File: src/rtl/nibble_serial_subtractor_if.sv
// Operand/result bundle for the nibble-serial subtractor.
// The master issues start with operands; the slave returns status and results.
interface nibble_serial_subtractor_if #(
    parameter int unsigned WIDTH = 32
);
    logic             start;
    logic [WIDTH-1:0] a;
    logic [WIDTH-1:0] b;
    logic             busy;
    logic             done;
    logic [WIDTH-1:0] diff;
    logic             borrow;
    logic             overflow;
    logic             zero;
    logic             negative;

    modport master (
        output start, a, b,
        input  busy, done, diff, borrow, overflow, zero, negative
    );

    modport slave (
        input  start, a, b,
        output busy, done, diff, borrow, overflow, zero, negative
    );
endinterface

File: src/rtl/nibble_serial_subtractor.sv
// Computes a - b one nibble per cycle through a single 4-bit add stage.
// Results and flags are published only when the last nibble completes.
module nibble_serial_subtractor #(
    parameter int unsigned WIDTH = 32
) (
    input  logic                        clk,
    input  logic                        rst_n,
    nibble_serial_subtractor_if.slave   bus
);
    localparam int unsigned N  = WIDTH / 4;
    localparam int unsigned CW = (N > 1) ? $clog2(N) : 1;
    localparam int unsigned IW = (WIDTH > 4) ? $clog2(WIDTH) : 2;

    typedef enum logic [1:0] {IDLE, RUN, DONE} state_t;

    state_t           state;
    logic [WIDTH-1:0] a_q;
    logic [WIDTH-1:0] b_q;
    logic [WIDTH-1:0] part_q;
    logic [CW-1:0]    cnt;
    logic             carry;

    logic [IW-1:0]    idx;
    logic [3:0]       a_nib;
    logic [3:0]       b_nib;
    logic [4:0]       sum;
    logic [WIDTH-1:0] part_next;
    logic             last;

    // Single add stage: a_nib + ~b_nib + carry, merged into the partial result.
    always_comb begin
        idx       = IW'({cnt, 2'b00});
        a_nib     = a_q[idx +: 4];
        b_nib     = b_q[idx +: 4];
        sum       = {1'b0, a_nib} + {1'b0, ~b_nib} + {4'b0000, carry};
        part_next = part_q;
        part_next[idx +: 4] = sum[3:0];
        last      = (cnt == CW'(N - 1));
    end

    always_ff @(posedge clk or negedge rst_n) begin
        if (!rst_n) begin
            state        <= IDLE;
            a_q          <= '0;
            b_q          <= '0;
            part_q       <= '0;
            cnt          <= '0;
            carry        <= 1'b0;
            bus.busy     <= 1'b0;
            bus.done     <= 1'b0;
            bus.diff     <= '0;
            bus.borrow   <= 1'b0;
            bus.overflow <= 1'b0;
            bus.zero     <= 1'b0;
            bus.negative <= 1'b0;
        end else begin
            bus.done <= 1'b0;
            case (state)
                IDLE, DONE: begin
                    if (bus.start) begin
                        a_q      <= bus.a;
                        b_q      <= bus.b;
                        part_q   <= '0;
                        cnt      <= '0;
                        carry    <= 1'b1;
                        bus.busy <= 1'b1;
                        state    <= RUN;
                    end else begin
                        state <= IDLE;
                    end
                end
                RUN: begin
                    part_q <= part_next;
                    carry  <= sum[4];
                    cnt    <= cnt + CW'(1);
                    if (last) begin
                        // Final nibble: publish result and flags together.
                        state        <= DONE;
                        bus.busy     <= 1'b0;
                        bus.done     <= 1'b1;
                        bus.diff     <= part_next;
                        bus.borrow   <= ~sum[4];
                        bus.overflow <= (a_q[WIDTH-1] ^ b_q[WIDTH-1]) &
                                        (part_next[WIDTH-1] ^ a_q[WIDTH-1]);
                        bus.zero     <= (part_next == '0);
                        bus.negative <= part_next[WIDTH-1];
                    end
                end
                default: state <= IDLE;
            endcase
        end
    end
endmodule
File: src/flat_wrapper.sv
// flat-port wrapper written by rule: the top's interface ports become plain ports
module nibble_serial_subtractor_flat 
#(
    parameter int unsigned WIDTH = 32
)
  (clk, rst_n, bus_start, bus_a, bus_b, bus_busy, bus_done, bus_diff, bus_borrow, bus_overflow, bus_zero, bus_negative);
  nibble_serial_subtractor_if #(.WIDTH(WIDTH)) bus_i ();
  input  logic clk;
  input  logic rst_n;
  input wire logic [$bits(bus_i.start)-1:0] bus_start;
  input wire logic [$bits(bus_i.a)-1:0] bus_a;
  input wire logic [$bits(bus_i.b)-1:0] bus_b;
  output wire logic [$bits(bus_i.busy)-1:0] bus_busy;
  output wire logic [$bits(bus_i.done)-1:0] bus_done;
  output wire logic [$bits(bus_i.diff)-1:0] bus_diff;
  output wire logic [$bits(bus_i.borrow)-1:0] bus_borrow;
  output wire logic [$bits(bus_i.overflow)-1:0] bus_overflow;
  output wire logic [$bits(bus_i.zero)-1:0] bus_zero;
  output wire logic [$bits(bus_i.negative)-1:0] bus_negative;
  assign bus_i.start = bus_start;
  assign bus_i.a = bus_a;
  assign bus_i.b = bus_b;
  assign bus_busy = bus_i.busy;
  assign bus_done = bus_i.done;
  assign bus_diff = bus_i.diff;
  assign bus_borrow = bus_i.borrow;
  assign bus_overflow = bus_i.overflow;
  assign bus_zero = bus_i.zero;
  assign bus_negative = bus_i.negative;
  nibble_serial_subtractor #(.WIDTH(WIDTH)) u_core (.clk(clk), .rst_n(rst_n), .bus(bus_i));
endmodule
File: config.mk
export PLATFORM = sky130hd
export DESIGN_NAME = nibble_serial_subtractor_flat
export DESIGN_NICKNAME = d
export VERILOG_FILES = /design/src/rtl/nibble_serial_subtractor_if.sv /design/src/rtl/nibble_serial_subtractor.sv /design/src/flat_wrapper.sv
export SDC_FILE = /design/constraint.sdc
export NUM_CORES = 1
export LEC_CHECK = 0
export ABC_CLOCK_PERIOD_IN_PS = 4100
export CORE_ASPECT_RATIO = 0.75
export CORE_UTILIZATION = 49
export CTS_CLUSTER_SIZE = 28
export DETAILED_ROUTE_END_ITERATION = 7
export PLACE_DENSITY_LB_ADDON = 0.12
export SYNTH_ARGS = -nofsm -noshare
export SYNTH_HDL_FRONTEND = slang
export SYNTH_SLANG_ARGS = --single-unit
File: constraint.sdc
create_clock -name clk -period 4.1 [get_ports clk]
set_clock_uncertainty 0.15 [all_clocks]
set_input_delay 0.615 -clock clk [delete_from_list [all_inputs] [get_ports clk]]
set_output_delay 0.615 -clock clk [all_outputs]
set_load 0.05 [all_outputs]
==> impl_metrics.tcl, run 1 <==
set metrics [dict create \
    post_drt_via_cell_ratio 5.50 \
    wl_microns 16600 \
    synth.avg_cell_area_sq_um 9.32 \
    path_max_fanout 11 \
    synth_flop_cell "dfrtp_1" \
    die_y_microns 102 \
    grt_use_total_pct 26.3 \
    ctsRootBufferMaster "clkbuf_16" \
    synthCells 702 \
    clock.fmax_ghz 0.277 \
    cts_sinks 139 \
    clk_pin_slew_ps 60 \
    die_area_sq_um 13800 \
    grt_setup_unrepaired "false" \
    async_flop_share_pct 100 \
    ys_types 57 \
    cts_made_buffers 17 \
    cts_tree "built" \
    endpoint_kind "register" \
    clock_path_buffers 2 \
    synth_top_family_by_area "simple AND/OR/NAND/NOR gates" \
    drv_cap 0 \
    yosysSeqAreaShare_pct 53.1 \
    yosys.area_share.xor_xnor_pct 0.401 \
    fin_util_pct 63.4 \
    period_needed_ps 3610 \
    fin_setup_tns_ps 0 \
    ys_ff_latch 139 \
    grt_pass1_vias 5246 \
    m1WireLength_microns 8260 \
    grt.overflow.total 0 \
    postPlaceCellArea_sq_um 7760 \
    synthMuxAreaShare_pct 8.45 \
    startpoint "u_core.cnt[0]" \
    dr_wl_met2_microns 7130 \
    stdcell_area_sq_um 8250 \
    hold_path_class "primary input to asynchronous set/reset pin" \
    final_max_slew_viol_count 0 \
    synth_edf_count 0 \
    drive_above_1_share_pct 9.14 \
    r2r_start "u_core.cnt[0]" \
    vias 5392 \
    diodes 0 \
    synth_area_leaders "dfrtp_1 53%, nand2_1 16%, mux4_2 5.5%" \
    max-slew-margin-rel_pct 29.4 \
    post_drt_wl_per_cell_microns 16.9 \
    cp.arrival_ps 3800 \
    start_util_pct 50.3 \
    synthSimpleGateAreaFrac_pct 21.8 \
    drt_iter0_drc 458 \
    io_buffers 104 \
    yosys.area.top_type "dfrtp_1" \
    dp_hpwl_microns 11600 \
    nets 877 \
    num_rows 36 \
    cts.htree.levels 4 \
    synth_compound_area_share_pct 11.1 \
    fin_crit_sh_pct 88.1 \
    gp_congestion 0.928 \
    worst_pin_slew_ps 1060 \
    postRouteAntennaNets 0 \
    critPathKind "register to register" \
    syn_nets 778 \
    post_cts_buffers 0 \
    synth_fa_ha_area_share_pct 1.95 \
    die_w_microns 135 \
    core-area_sq_um 13000 \
    ys_warn_count 0 \
    status "finished clean" \
    fillCellCount 1058 \
    top_layer "met4" \
    insertion_delay_ps 420 \
    setup_viol 0 \
    syn_to_final_growth_pct 26.1 \
    cp_data_required_time_ps 4290 \
    antenna_found_initial 0 \
    hold_viol 0 \
    synth_top_cell_area_share_pct 53.1 \
    critPathLaunchType "register" \
    holdBufCountCts 0 \
    syn_area_sq_um 6550 \
    drc 0 \
    wl_met3_microns 1070 \
    grt_pass1_wl_microns 27200 \
    cts_resized 0 \
    dr.pass1.iters 5 \
    pin_count 105 \
    grt_start_max_net_pins 120 \
]
==> placed cells by master (no fill, tap or decap), drive strengths merged, types with 5 or more instances in the layout <==
cell type	synthesis	layout
nand2	282	282
dfrtp	139	139
clkdlybuf4s50	0	103
o21ai	72	72
nor2	26	26
clkbuf	27	24
a21oi	20	20
buf	14	18
mux2i	17	17
mux4	16	16
inv	8	8
a22o	7	7
ha	7	7
nor3	5	5
nand2b	5	5
==> per-layer routing <==
layer | vias up | track usage (%)
met1 | 2633 | 38.7
met2 | 192 | 38.1
met5 | - | 0
met3 | 13 | 6.50
li1 | 2554 | -
met4 | 0 | 8.82
==> cell usage after synthesis (4+ instances only) <==
library cell  number
nor2_1            25
nand2_1          282
mux2i_1           17
mux4_2            16
buf_2              4
o21ai_0           65
o21ai_1            7
buf_1              6
nand2b_1           4
a22o_1             7
nor3_1             5
ha_1               7
inv_1              5
dfrtp_1          139
a21oi_1           20
clkbuf_1          27
==> worst max-delay path, stage by stage, from the launching register on <==
cell	delay (ps)
dfrtp_2	500
mux4_2	530
nand2_1	90
nand2_1	70
fa_1	420
inv_1	90
fa_1	420
buf_4	200
nand2b_1	170
a221oi_1	300
o21ai_0	130
nor4_1	180
nand4_1	120
o21ai_1	150
==> flip-flops by register name, summed over array words and instances, names as in the netlist <==
register	flops
u_core.bus.zero	1
u_core.state	2
u_core.bus.diff	31
u_core.bus.done	1
u_core.a_q	32
u_core.part_q	32
u_core.bus.overflow	1
u_core.cnt	3
u_core.b_q	32
u_core.bus.negative	1
u_core.bus.borrow	1
u_core.bus.busy	1
u_core.carry	1
==> through the flow <==
| stage | setup WS [ps] | hold WS [ps] | cells |
|---|---|---|---|
| 6_report | 488 | 231 | 981 |
| 5_1_grt | 133 | 309 | 981 |
| 2_1_floorplan | 247 | 169 | 702 |
| 3_5_place_dp | 361 | 309 | 953 |
| 4_1_cts | 366 | 269 | 981 |
| 3_3_place_gp | 509 | 303 | 953 |
==> cell families (layout without fill, tap and decap cells) <==
group | after synthesis | after routing
adders and majority gates | 9 | 9
buffers and inverters | 49 | 157
muxes | 35 | 35
DFF | 139 | 139
and+or+nand+nor | 345 | 345
xor gates and xnor gates | 3 | 3
AOI/OAI and AO/OA | 122 | 122
==> layout make-up <==
class | count | area [sq um] | share of cell area [%]
flip-flops and latches | 139 | 3480 | 42.2
multi-input cells | 514 | 2870 | 34.8
repair buffers | 121 | 1170 | 14.2
clock buffers | 24 | 472 | 5.71
well taps | 171 | 214 | 2.59
inverters | 8 | 30.0 | 0.364
clock inverters | 4 | 20.0 | 0.243
==> final timing paths <==
kind | end | slack, ps | cells past startpoint
setup / recovery | u_core.bus.zero | 490 | 13
hold / removal | u_core.part_q[8] | 230 | 1
setup reg to reg | u_core.bus.zero | 490 | 13
hold reg to reg | u_core.b_q[30] | 320 | 2
max in group asynchronous | u_core.b_q[16] | 2680 | 2
min in group clk | u_core.b_q[30] | 320 | 2
Power of run 1 is left out: the tool's default activity adds up to more than one toggle a clock period on the data nets, which glitch-free logic cannot reach.
==> run 2, diff against run 1 <==
Settings changed: ABC_AREA set to 1, ABC_CLOCK_PERIOD_IN_PS 4100 to 3000.
Clock period 4.1 ns to 3 ns, I/O delays scaled along.
==> run 2 against run 1 <==
Effect of this change:
- routed wire length down 1.9%
- sequential cell count unchanged
- global-route usage fell by 0.81 points
- critical path depth up 4
- via count about the same
- cell area up 6.0%
- maximum frequency rose by 21%
- die area is 0.49% higher
- cell count grew 2.9%
- area after synthesis up 0.50%
- worst setup slack got worse by 470 ps
- core utilization is 3.6 points higher
==> impl_metrics.tcl, run 2 <==
set metrics [dict create \
    drv_cap 0 \
    setup_viol 0 \
    ys_types 39 \
    worst_pin_slew_ps 754 \
    fin_setup_tns_ps 0 \
    yosys.area.top_type "dfrtp_1" \
    diodes 0 \
    drive_above_1_share_pct 23.4 \
    clk_pin_slew_ps 60 \
    clock.fmax_ghz 0.335 \
    cp_cell_sequence "buf_6 > buf_4 > o21ai_0 > o22ai_2 > o21ai_1 > ha_1 > buf_4 > xnor2_2 > buf_6 > inv_1 > nand2_1 > nand3_1 > nor2_1 > nand2_1 > nor2_2 > nand3_1 > nand2_1" \
    cp.arrival_ps 3200 \
    cts_made_buffers 17 \
    grt_pass1_wl_microns 26800 \
    clock_path_buffers 2 \
    syn_area_sq_um 6580 \
    cts.htree.levels 4 \
    fin_util_pct 67.0 \
    grt_setup_unrepaired "true" \
    layout_commonest_cell "dfrtp_1" \
    endpoint_kind "register" \
    synth_area_leaders "dfrtp_1 53%, mux2_2 11%, nand2_1 7.9%" \
    cpMostUsedCell "nand2_1" \
    synth_flop_cell "dfrtp_1" \
    hold_viol 0 \
    post_drt_wl_per_cell_microns 16.2 \
    netlist_top_cells_count "139 x dfrtp_1, 138 x nand2_1, 93 x o21ai_0" \
    critPathLaunchType "register" \
    async_flop_share_pct 100 \
    num_rows 36 \
    start_util_pct 50.4 \
    antenna_found_initial 0 \
    drt_iter0_drc 343 \
    yosysSeqAreaShare_pct 52.9 \
    pin_count 105 \
    hold_path_class "register to register" \
    critPathSlowestCell "dfrtp_2" \
    syn_nets 763 \
    cts_sinks 139 \
    die_area_sq_um 13900 \
    wl_microns 16300 \
    grt.overflow.total 0 \
    nets 902 \
    die_w_microns 136 \
    layout_common_cells "137 x dfrtp_1, 134 x nand2_1, 103 x clkdlybuf4s50_1, 84 x o21ai_0, 63 x nor2_1" \
    period_needed_ps 2980 \
    cts_tree "built" \
    critPathKind "register to register" \
    io_buffers 104 \
    syn_to_final_growth_pct 33.0 \
    grt_start_max_net_pins 69 \
    path_max_fanout 7 \
    ys_ff_latch 139 \
    synth.avg_cell_area_sq_um 9.57 \
    fin_crit_sh_pct 99.4 \
    gp_congestion 0.885 \
    postRouteAntennaNets 0 \
    synth_edf_count 0 \
    fillCellCount 1025 \
    insertion_delay_ps 420 \
    core-area_sq_um 13100 \
    reg.largest.list "u_core.a_q: 32 flops, u_core.b_q: 32 flops, u_core.part_q: 32 flops" \
    drc 0 \
    dp_hpwl_microns 11500 \
    dr.pass1.iters 5 \
    vias 5391 \
    grt_use_total_pct 25.5 \
    synth.most_common_cell "dfrtp_1" \
    final_max_slew_viol_count 0 \
    cp_data_required_time_ps 3210 \
    synthCells 687 \
    post_drt_via_cell_ratio 5.34 \
    die_y_microns 102 \
    ys_warn_count 0 \
    max-slew-margin-rel_pct 49.7 \
    slowest_delay_ps 460 \
    synth_top_cell_area_share_pct 52.9 \
    ctsRootBufferMaster "clkbuf_16" \
    status "finished clean" \
    grt_pass1_vias 5312 \
]
==> run 2: changes by cell type after synthesis, sizes merged, moves of 6 or more <==
cell / change
o21ai: +34
inv: +40
nor2: +48
o22ai: +18
mux2i: -17
buf: +11
mux2: +60
clkbuf: -16
nand2: -138
a22o: -6
nand3: +22
mux4: -16
a21oi: -15
==> run 2: cell families (layout without fill, tap and decap cells) <==
| kind of cell | Yosys count | after routing | synth area share [%] |
|---|---|---|---|
| compound gates | 143 | 143 | 11.9 |
| xor+xnor | 1 | 1 | 0.247 |
| fa+ha+maj | 9 | 9 | 1.94 |
| buf+inv | 85 | 236 | 5.73 |
| flops | 139 | 139 | 52.9 |
| mux | 62 | 62 | 10.6 |
| simple gates | 248 | 248 | 16.7 |
==> run 2: per-stage QoR <==
step / cell area (sq um) / hold WS (ps) / cells / setup slack (ps)
2_1_floorplan: 6580 / 4.41 / 687 / 20.6
3_3_place_gp: 8050 / 257 / 971 / 38.2
3_5_place_dp: 8050 / 263 / 971 / -96.9
4_1_cts: 8640 / 338 / 1004 / 7.27
5_1_grt: 8750 / 355 / 1009 / -155
6_report: 8750 / 333 / 1009 / 17.1
==> run 2: per-layer routing <==
| layer | part of all wire, % | vias to the layer above | GRT usage [%] |
|---|---|---|---|
| met4 | 1.4 | 0 | 7.95 |
| met5 | 0 | - | 0 |
| met3 | 5.5 | 23 | 5.65 |
| met2 | 44 | 158 | 38.4 |
| met1 | 49 | 2628 | 36.6 |
| li1 | - | 2582 | - |
==> run 2: final timing paths <==
check	startpoint	end	slack (ps)	cells after the start
min in group asynchronous	rst_n	u_core.b_q[23]	380	2
worst max-delay path	u_core.cnt[0]	u_core.bus.zero	20	17
worst max register to register	u_core.cnt[0]	u_core.bus.zero	20	17
worst min-delay path	u_core.bus.diff[11]	u_core.bus.diff[11]	330	2
max in group asynchronous	rst_n	u_core.bus.diff[19]	1540	3
worst min register to register	u_core.bus.diff[11]	u_core.bus.diff[11]	330	2
==> run 2: timing repair <==
| item | in CTS | in global routing |
|---|---|---|
| buffers inserted | 1 | 4 |
| hold buffers | 1 | 0 |
| resized for setup | 7 | 31 |
| pin swaps | 2 | 19 |
| cloned | 0 | 1 |
| endpoints found under the setup margin | 3 | 22 |
| hold endpoints to repair | 45 | 0 |
==> run 2: critical path: cells and delay by family (launching register included) <==
family	cells	cell delay, ps
AO/OA/AOI/OAI	3	540
buffers and inverters	5	650
adder cells (fa/ha/maj)	1	290
XOR/XNOR	1	150
AND/OR/NAND/NOR	7	660
flip-flops	1	460
==> run 2: area by class of cell <==
| cell class | instances | area, sq um | share of cell area [%] |
|---|---|---|---|
| timing repair buffer | 156 | 1510 | 17.2 |
| multi-input combinational | 463 | 2790 | 31.9 |
| sequential | 139 | 3480 | 39.8 |
| clock inverter | 7 | 65.1 | 0.744 |
| clock buffer | 24 | 492 | 5.62 |
| inverter | 49 | 200 | 2.29 |
| tap | 171 | 214 | 2.45 |
Power of run 2 is left out for the same reason.
